### config.mk
export PLATFORM = sky130hd
export DESIGN_NAME = div_norm_seq_flat
export DESIGN_NICKNAME = d
export VERILOG_FILES = /design/src/rtl/div_pkg.sv /design/src/rtl/div_norm_seq_if.sv /design/src/rtl/div_lzc32.sv /design/src/rtl/div_norm_seq.sv /design/src/flat_wrapper.sv
export SDC_FILE = /design/constraint.sdc
export NUM_CORES = 1
export LEC_CHECK = 0
export BUFFER_PORTS_ARGS = -buffer_cell sky130_fd_sc_hd__buf_2
export CORE_MARGIN = 8
export CORE_UTILIZATION = 40
export CTS_CLUSTER_SIZE = 8
export DETAILED_ROUTE_END_ITERATION = 12
export GPL_TIMING_DRIVEN = 0
export SETUP_SLACK_MARGIN = 0.2
export SLEW_MARGIN = 20
export SYNTH_ARGS = -nofsm -noshare
export SYNTH_HDL_FRONTEND = slang
export SYNTH_SLANG_ARGS = --single-unit
### constraint.sdc
create_clock -name clk -period 4.9 [get_ports clk]
set_input_delay 1.225 -clock clk [delete_from_list [all_inputs] [get_ports clk]]
set_output_delay 1.225 -clock clk [all_outputs]
set_load 0.005 [all_outputs]
### src/rtl/div_pkg.sv
// Shared constants and types for the divide/rsqrt operand front/back end.
// Optional feature macro used by the block: DIV_NORM_DP_EN (two-beat double precision).
package div_pkg;

  // Result returned for a zero operand, whatever its sign.
  localparam logic [31:0] ZERO_RES = 32'h7FFF_FFFF;

  // Divide ROM geometry; the top address bit selects the rsqrt half.
  localparam int ROM_AW  = 10;
  localparam int ROM_DW  = 16;
  localparam int RSQ_BIT = 9;

  // Acceptance edge to res_vld, in cycles. Informational only.
  localparam int LAT = 2;

  // Per-op state carried alongside the ROM access.
  typedef struct packed {
    logic       neg;
    logic       zero;
    logic       rsq;
    logic [4:0] lz;
  } stage_b_t;

endpackage

### src/rtl/div_norm_seq_if.sv
// Operand/result bus of div_norm_seq.
// Handshake: there is no ready. A beat is accepted on every clk edge where
// in_vld is high. res_vld is a one-cycle pulse per low beat, and res_data
// holds its value between pulses. dp_pend reports that a high half is held.
interface div_norm_seq_if;
  import div_pkg::*;

  logic              in_vld;
  logic              in_hi;
  logic              in_rsq;
  logic [15:0]       in_data;
  logic              res_vld;
  logic [31:0]       res_data;
  logic              dp_pend;

  modport master (
    output in_vld, in_hi, in_rsq, in_data,
    input  res_vld, res_data, dp_pend
  );

  modport slave (
    input  in_vld, in_hi, in_rsq, in_data,
    output res_vld, res_data, dp_pend
  );

endinterface

### src/rtl/div_lzc32.sv
// Combinational 32-bit leading-zero counter with an all-zero flag.
// For an all-zero input the count reads 0 and zero is set.
module div_lzc32 (
  input  logic [31:0] x,
  output logic [4:0]  cnt,
  output logic        zero
);

  // Scan upward so the highest set bit writes the count last.
  always_comb begin
    cnt = '0;
    for (int i = 0; i < 32; i++) begin
      if (x[i]) cnt = 5'(31 - i);
    end
  end

  assign zero = (x == '0);

endmodule

### src/rtl/div_norm_seq.sv
// Operand front/back end for the reciprocal / reciprocal-square-root unit.
// Stage A holds the assembled operand and drives the ROM address
// combinationally; stage B travels beside the ROM read; the output register
// denormalises and sign-restores the ROM mantissa.
// Optional feature macro: DIV_NORM_DP_EN enables two-beat 32-bit operands.
module div_norm_seq
  import div_pkg::*;
(
  input  logic                clk,
  input  logic                reset_l,
  div_norm_seq_if.slave       bus,
  output logic [ROM_AW-1:0]   rom_a,
  input  logic [ROM_DW-1:0]   rom_out
);

  logic        lo_beat;
  logic [31:0] op_next;

`ifdef DIV_NORM_DP_EN
  logic [15:0] hi_reg;
  logic        dp_pend_q;

  // Hold the upper half until its low beat arrives; a new hi beat overwrites.
  always_ff @(posedge clk) begin
    if (!reset_l) begin
      hi_reg    <= '0;
      dp_pend_q <= 1'b0;
    end else if (bus.in_vld) begin
      if (bus.in_hi) begin
        hi_reg    <= bus.in_data;
        dp_pend_q <= 1'b1;
      end else begin
        dp_pend_q <= 1'b0;
      end
    end
  end

  assign lo_beat     = bus.in_vld && !bus.in_hi;
  assign op_next     = dp_pend_q ? {hi_reg, bus.in_data}
                                 : {{16{bus.in_data[15]}}, bus.in_data};
  assign bus.dp_pend = dp_pend_q;
`else
  // Single precision only: every beat is a low beat.
  logic unused_hi;
  assign unused_hi   = bus.in_hi;
  assign lo_beat     = bus.in_vld;
  assign op_next     = {{16{bus.in_data[15]}}, bus.in_data};
  assign bus.dp_pend = 1'b0;
`endif

  // Stage A registers
  logic        a_vld;
  logic [31:0] a_op;
  logic        a_rsq;

  // Capture the assembled operand on its acceptance edge.
  always_ff @(posedge clk) begin
    if (!reset_l) begin
      a_vld <= 1'b0;
      a_op  <= '0;
      a_rsq <= 1'b0;
    end else begin
      a_vld <= lo_beat;
      if (lo_beat) begin
        a_op  <= op_next;
        a_rsq <= bus.in_rsq;
      end
    end
  end

  // Stage A datapath: magnitude, leading-zero count, normalisation.
  logic        a_neg;
  logic [31:0] a_x;
  logic [4:0]  a_lz;
  logic        a_zero;
  logic [31:0] a_nrm;

  // 0x8000_0000 negates to itself, which is the wanted unsigned magnitude.
  assign a_neg = a_op[31];
  assign a_x   = a_neg ? (~a_op + 32'd1) : a_op;

  div_lzc32 u_lzc (
    .x    (a_x),
    .cnt  (a_lz),
    .zero (a_zero)
  );

  assign a_nrm = a_x << a_lz;

  logic unused_nrm;
  assign unused_nrm = ^{a_nrm[31], a_nrm[21:0]};

  logic [ROM_AW-1:0] rom_a_c;

  // ROM address: rsqrt keeps the exponent parity in bit 0. Zero operands
  // present address 0, which also makes rom_a read 0 out of reset.
  always_comb begin
    rom_a_c = '0;
    if (!a_zero) begin
      if (a_rsq) begin
        rom_a_c[RSQ_BIT]     = 1'b1;
        rom_a_c[RSQ_BIT-1:0] = {a_nrm[30:23], a_lz[0]};
      end else begin
        rom_a_c[RSQ_BIT-1:0] = a_nrm[30:22];
      end
    end
  end

  assign rom_a = rom_a_c;

  // Stage B registers, aligned with the ROM's own address register
  logic     b_vld;
  stage_b_t b;

  // Move op state alongside the ROM access.
  always_ff @(posedge clk) begin
    if (!reset_l) begin
      b_vld <= 1'b0;
      b     <= '0;
    end else begin
      b_vld <= a_vld;
      if (a_vld) begin
        b.neg  <= a_neg;
        b.zero <= a_zero;
        b.rsq  <= a_rsq;
        b.lz   <= a_lz;
      end
    end
  end

  // Denormalise: rsqrt halves the exponent shift.
  logic [31:0] mant;
  logic [4:0]  sh;
  logic [31:0] mag;
  logic [31:0] res;

  assign mant = {2'b01, rom_out, 14'b0};
  assign sh   = b.rsq ? ((5'd31 - b.lz) >> 1) : (5'd31 - b.lz);
  assign mag  = mant >> sh;
  assign res  = b.zero ? ZERO_RES : (b.neg ? ~mag : mag);

  // Output register: one pulse per op, data held between pulses.
  always_ff @(posedge clk) begin
    if (!reset_l) begin
      bus.res_vld  <= 1'b0;
      bus.res_data <= '0;
    end else begin
      bus.res_vld <= b_vld;
      if (b_vld) bus.res_data <= res;
    end
  end

endmodule

### src/flat_wrapper.sv
// flat-port wrapper written by rule: the top's interface ports become plain ports
module div_norm_seq_flat import div_pkg::*;
  (clk, reset_l, rom_a, rom_out, bus_in_vld, bus_in_hi, bus_in_rsq, bus_in_data, bus_res_vld, bus_res_data, bus_dp_pend);
  div_norm_seq_if bus_i ();
  input  logic clk;
  input  logic reset_l;
  output logic [ROM_AW-1:0] rom_a;
  input  logic [ROM_DW-1:0] rom_out;
  input wire logic [$bits(bus_i.in_vld)-1:0] bus_in_vld;
  input wire logic [$bits(bus_i.in_hi)-1:0] bus_in_hi;
  input wire logic [$bits(bus_i.in_rsq)-1:0] bus_in_rsq;
  input wire logic [$bits(bus_i.in_data)-1:0] bus_in_data;
  output wire logic [$bits(bus_i.res_vld)-1:0] bus_res_vld;
  output wire logic [$bits(bus_i.res_data)-1:0] bus_res_data;
  output wire logic [$bits(bus_i.dp_pend)-1:0] bus_dp_pend;
  assign bus_i.in_vld = bus_in_vld;
  assign bus_i.in_hi = bus_in_hi;
  assign bus_i.in_rsq = bus_in_rsq;
  assign bus_i.in_data = bus_in_data;
  assign bus_res_vld = bus_i.res_vld;
  assign bus_res_data = bus_i.res_data;
  assign bus_dp_pend = bus_i.dp_pend;
  div_norm_seq u_core (.clk(clk), .reset_l(reset_l), .bus(bus_i), .rom_a(rom_a), .rom_out(rom_out));
endmodule
==> impl_metrics.tcl <==
set metrics [dict create \
    status "finished, final reports clean" \
    grt_util_met3_pct 4.45 \
    root_buffer "clkbuf_16" \
    power.net_switching_mw 0.777 \
    fill_cells 1194 \
    gp_congestion 0.947 \
    vias 5384 \
    avgSynthCellArea_um2 7.92 \
    synth_nets 669 \
    clkSinkCount 60 \
    setup.reg_to_reg.worst_slack_ns 1.67 \
    grt_pass1_wl_mm 26.9 \
    die_area_mm2 0.0163 \
    initial_core_util_pct 40.3 \
    cap_viol_max_count 0 \
    seq_power_share_pct 24.1 \
    crit_buf_inv 4 \
    core_mm2 0.0124 \
    ctsHoldBuffers 0 \
    globalRouteMet1Util_pct 22.6 \
    dp_hpwl_mm 12.8 \
    syn_inst 631 \
    p_clk_share_pct 34.2 \
    io_pins 81 \
    critPathKind "reg -> out" \
    syn-cell-area_mm2 0.00500 \
    final_nets 798 \
    synth.yosys.seq_area_share_pct 24.0 \
    crit_arrival_ns 3.41 \
    p_comb_share_pct 41.7 \
    p_leak_nw 2.70 \
    slew_headroom_pct 24.5 \
    swShare_pct 35.0 \
    yosysWarnings 0 \
    p_int_mw 1.44 \
    fin_crit_ns 4.63 \
    firstDrtPassIters 6 \
    worstSkewPairLatency_ns 0.34 \
    layout-drive-gt1-share_pct 30.1 \
    drc 0 \
    cpMaxStageDelayCell "o41ai_2" \
    fmax_ghz 0.216 \
    synthTopCellsByArea "dfxtp_1, mux2i_1, nor2_1" \
    crit_required_ns 3.67 \
    finClkSkew_ns 0.00302 \
    ys_types 76 \
    async_flop_share_pct 0 \
    period_share_pct 94.5 \
    synth_area_leader_cell "dfxtp_1" \
    max_stage_delay_ns 0.37 \
    yosys.area.top_type_share_pct 24.0 \
    rows 41 \
    final_hold_viol_count 0 \
    critPathLaunchType "flop" \
    grt_max_degree 12 \
    cpLargestDelayFamily "compound AO/OA/AOI/OAI gates" \
    hp-class "reg -> reg" \
    yosys_most_used_dff "dfxtp_1" \
    area.growth.synth_to_final_pct 33.0 \
    antenna_cells 0 \
    antenna_found_initial 0 \
    report.final.slew_viol_count 0 \
    drt-total-wl_mm 17.0 \
    drtIter0Drc 529 \
    irDropWorstVdd_mv 0.217 \
    use_met2_pct 36.3 \
    grt_pass1_vias 5249 \
    die_w_um 128 \
    fin_ws_ns 0.269 \
    cts_tree "yes" \
    wl_per_cell_um 18.2 \
    grt.total_usage_pct 20.4 \
    vias_per_cell 5.75 \
    path_cells "buf_2 -> nor4_4 -> buf_6 -> a41o_1 -> a22oi_1 -> nor4_4 -> buf_4 -> o21a_4 -> nand2_8 -> a211oi_4 -> a211oi_2 -> o41ai_2 -> buf_2" \
    setup_viol 0 \
    grt_setup_unrepaired "yes" \
    dp_slack_ns -0.338 \
    clockBufferDepth 2 \
    cts.clk_slew.worst_paths_ns 0.05 \
    die_h_um 128 \
    final_util_pct 53.5 \
    io_buffer_count 77 \
    path_max_fanout 10 \
    synth_seq_cells 60 \
    top_usage_layer "met2" \
    synth-edff-count 0 \
    end_kind "primary output" \
    power-per-cell-area_mw_per_mm2 334 \
    cts_buffers 9 \
    grt.overflow.total 0 \
    htreeDepth 3 \
    worstMarginPinSlew_ns 1.10 \
    ant_nets 0 \
]
==> power by group through the flow <==
stage	Sequential [mW]	Combinational, mW	Clock [mW]
after global routing	0.540	0.994	0.793
after detailed placement	0.545	0.714	0
after global placement	0.543	0.711	0
after CTS	0.534	0.774	0.771
final	0.536	0.925	0.758
after floorplan	0.541	0.508	0
==> final timing paths <==
kind / depth (start not counted) / endpoint / start
worst max-delay path: 13 / rom_a[0] / u_core.a_op[7]
worst min-delay path: 2 / u_core.bus.res_data[0] / u_core.bus.res_data[0]
worst max register to register: 9 / u_core.bus.res_data[14] / u_core.b[5]
worst min register to register: 2 / u_core.bus.res_data[0] / u_core.bus.res_data[0]
==> layout make-up <==
class	instances	area (um2)	area share [%]
Inverter	15	58.8	0.885
Tap cell	172	215	3.24
Multi-Input combinational cell	504	3820	57.5
Clock buffer	11	253	3.80
Clock inverter	5	108	1.62
Timing Repair Buffer	118	701	10.5
Buffer	52	279	4.20
Sequential cell	60	1210	18.2
==> routing by layer <==
layer  share of wire [%]  routed length [um]
met1                  40                6780
met2                  51                8640
met3                 5.8                 980
met4                 3.6                 616
met5                   0                   0
==> registers in the layout, summed over array words and instances (netlist names) <==
signal and count:
u_core.a_vld 1, u_core.b_vld 1, u_core.b 8, u_core.a_rsq 1, u_core.bus.res_vld 1, u_core.a_op 16, u_core.bus.res_data 32
==> Yosys cell counts (5+ instances only) <==
cell	instances
nor2_1	80
mux2i_1	74
dfxtp_1	60
a21oi_1	55
nand2_1	37
clkbuf_1	36
o21ai_0	29
a211oi_1	24
nor3_1	16
xnor2_1	16
inv_1	15
nor2b_1	11
xor2_1	11
buf_2	10
nand3_1	9
a22oi_1	8
a31oi_1	8
and2_1	8
mux2_2	8
nand2b_1	7
mux4_2	6
a41oi_1	5
o211ai_1	5
o22ai_1	5
o31ai_1	5
==> worst reg2reg max path, stage by stage, from the launching register on <==
cell and delay [ns]:
dfxtp_1 0.30, buf_2 0.18, mux2i_1 0.92, mux2i_1 0.34, mux2i_1 0.38, nor2b_1 0.11
o21a_1 0.20, a211oi_1 0.31, mux2i_1 0.25, a211oi_1 0.10
==> placed cells by master, fill, tap and decap left out, drive strengths merged, types with 5 or more instances in the layout <==
cell    count
mux4        6
a31oi       8
xor2       12
a41oi       6
clkbuf     46
mux2i      74
a21oi      56
inv        15
o21ai      34
or2         5
a22oi       8
o22ai       5
nand3       9
nor2b      11
mux2        8
o31ai       6
dfxtp      60
and2        8
nor3       17
a211oi     26
nor2       81
buf       135
nand2      38
xnor2      16
nand2b      7
o211ai      6
nor4        5
==> logic make-up (layout without fill, tap and decap cells) <==
| kind of cell | Yosys count | in the layout | share of synthesized area [%] |
|---|---|---|---|
| DFF | 60 | 60 | 24.0 |
| AOI/OAI and AO/OA | 187 | 187 | 25.5 |
| adders and majority gates | 1 | 1 | 0.250 |
| and+or+nand+nor | 199 | 199 | 20.0 |
| buffers and inverters | 67 | 201 | 5.73 |
| xor gates and xnor gates | 28 | 28 | 5.06 |
| muxes | 88 | 88 | 19.3 |
| other | 1 | 1 | 0.0750 |
==> metrics by stage <==
step	hold WS (ns)	instances	instance area, um2	total power [mW]	setup TNS (ns)
floorplan	0.463	631	5000	1.05	0
global placement	0.465	880	5600	1.25	-2.29
detailed placement	0.476	880	5600	1.26	-1.91
CTS	0.483	911	6200	2.08	0
global route	0.508	937	6650	2.33	0
finish	0.480	937	6650	2.22	0
==> repair_timing <==
| item | in CTS | in global routing |
|---|---|---|
| buffers inserted | 15 | 26 |
| setup endpoints to repair | 10 | 9 |
| pin swaps | 15 | 27 |
| resized for setup | 31 | 56 |
| hold endpoints to repair | 0 | 0 |
Note: power is estimated with default switching activity, not from simulation.
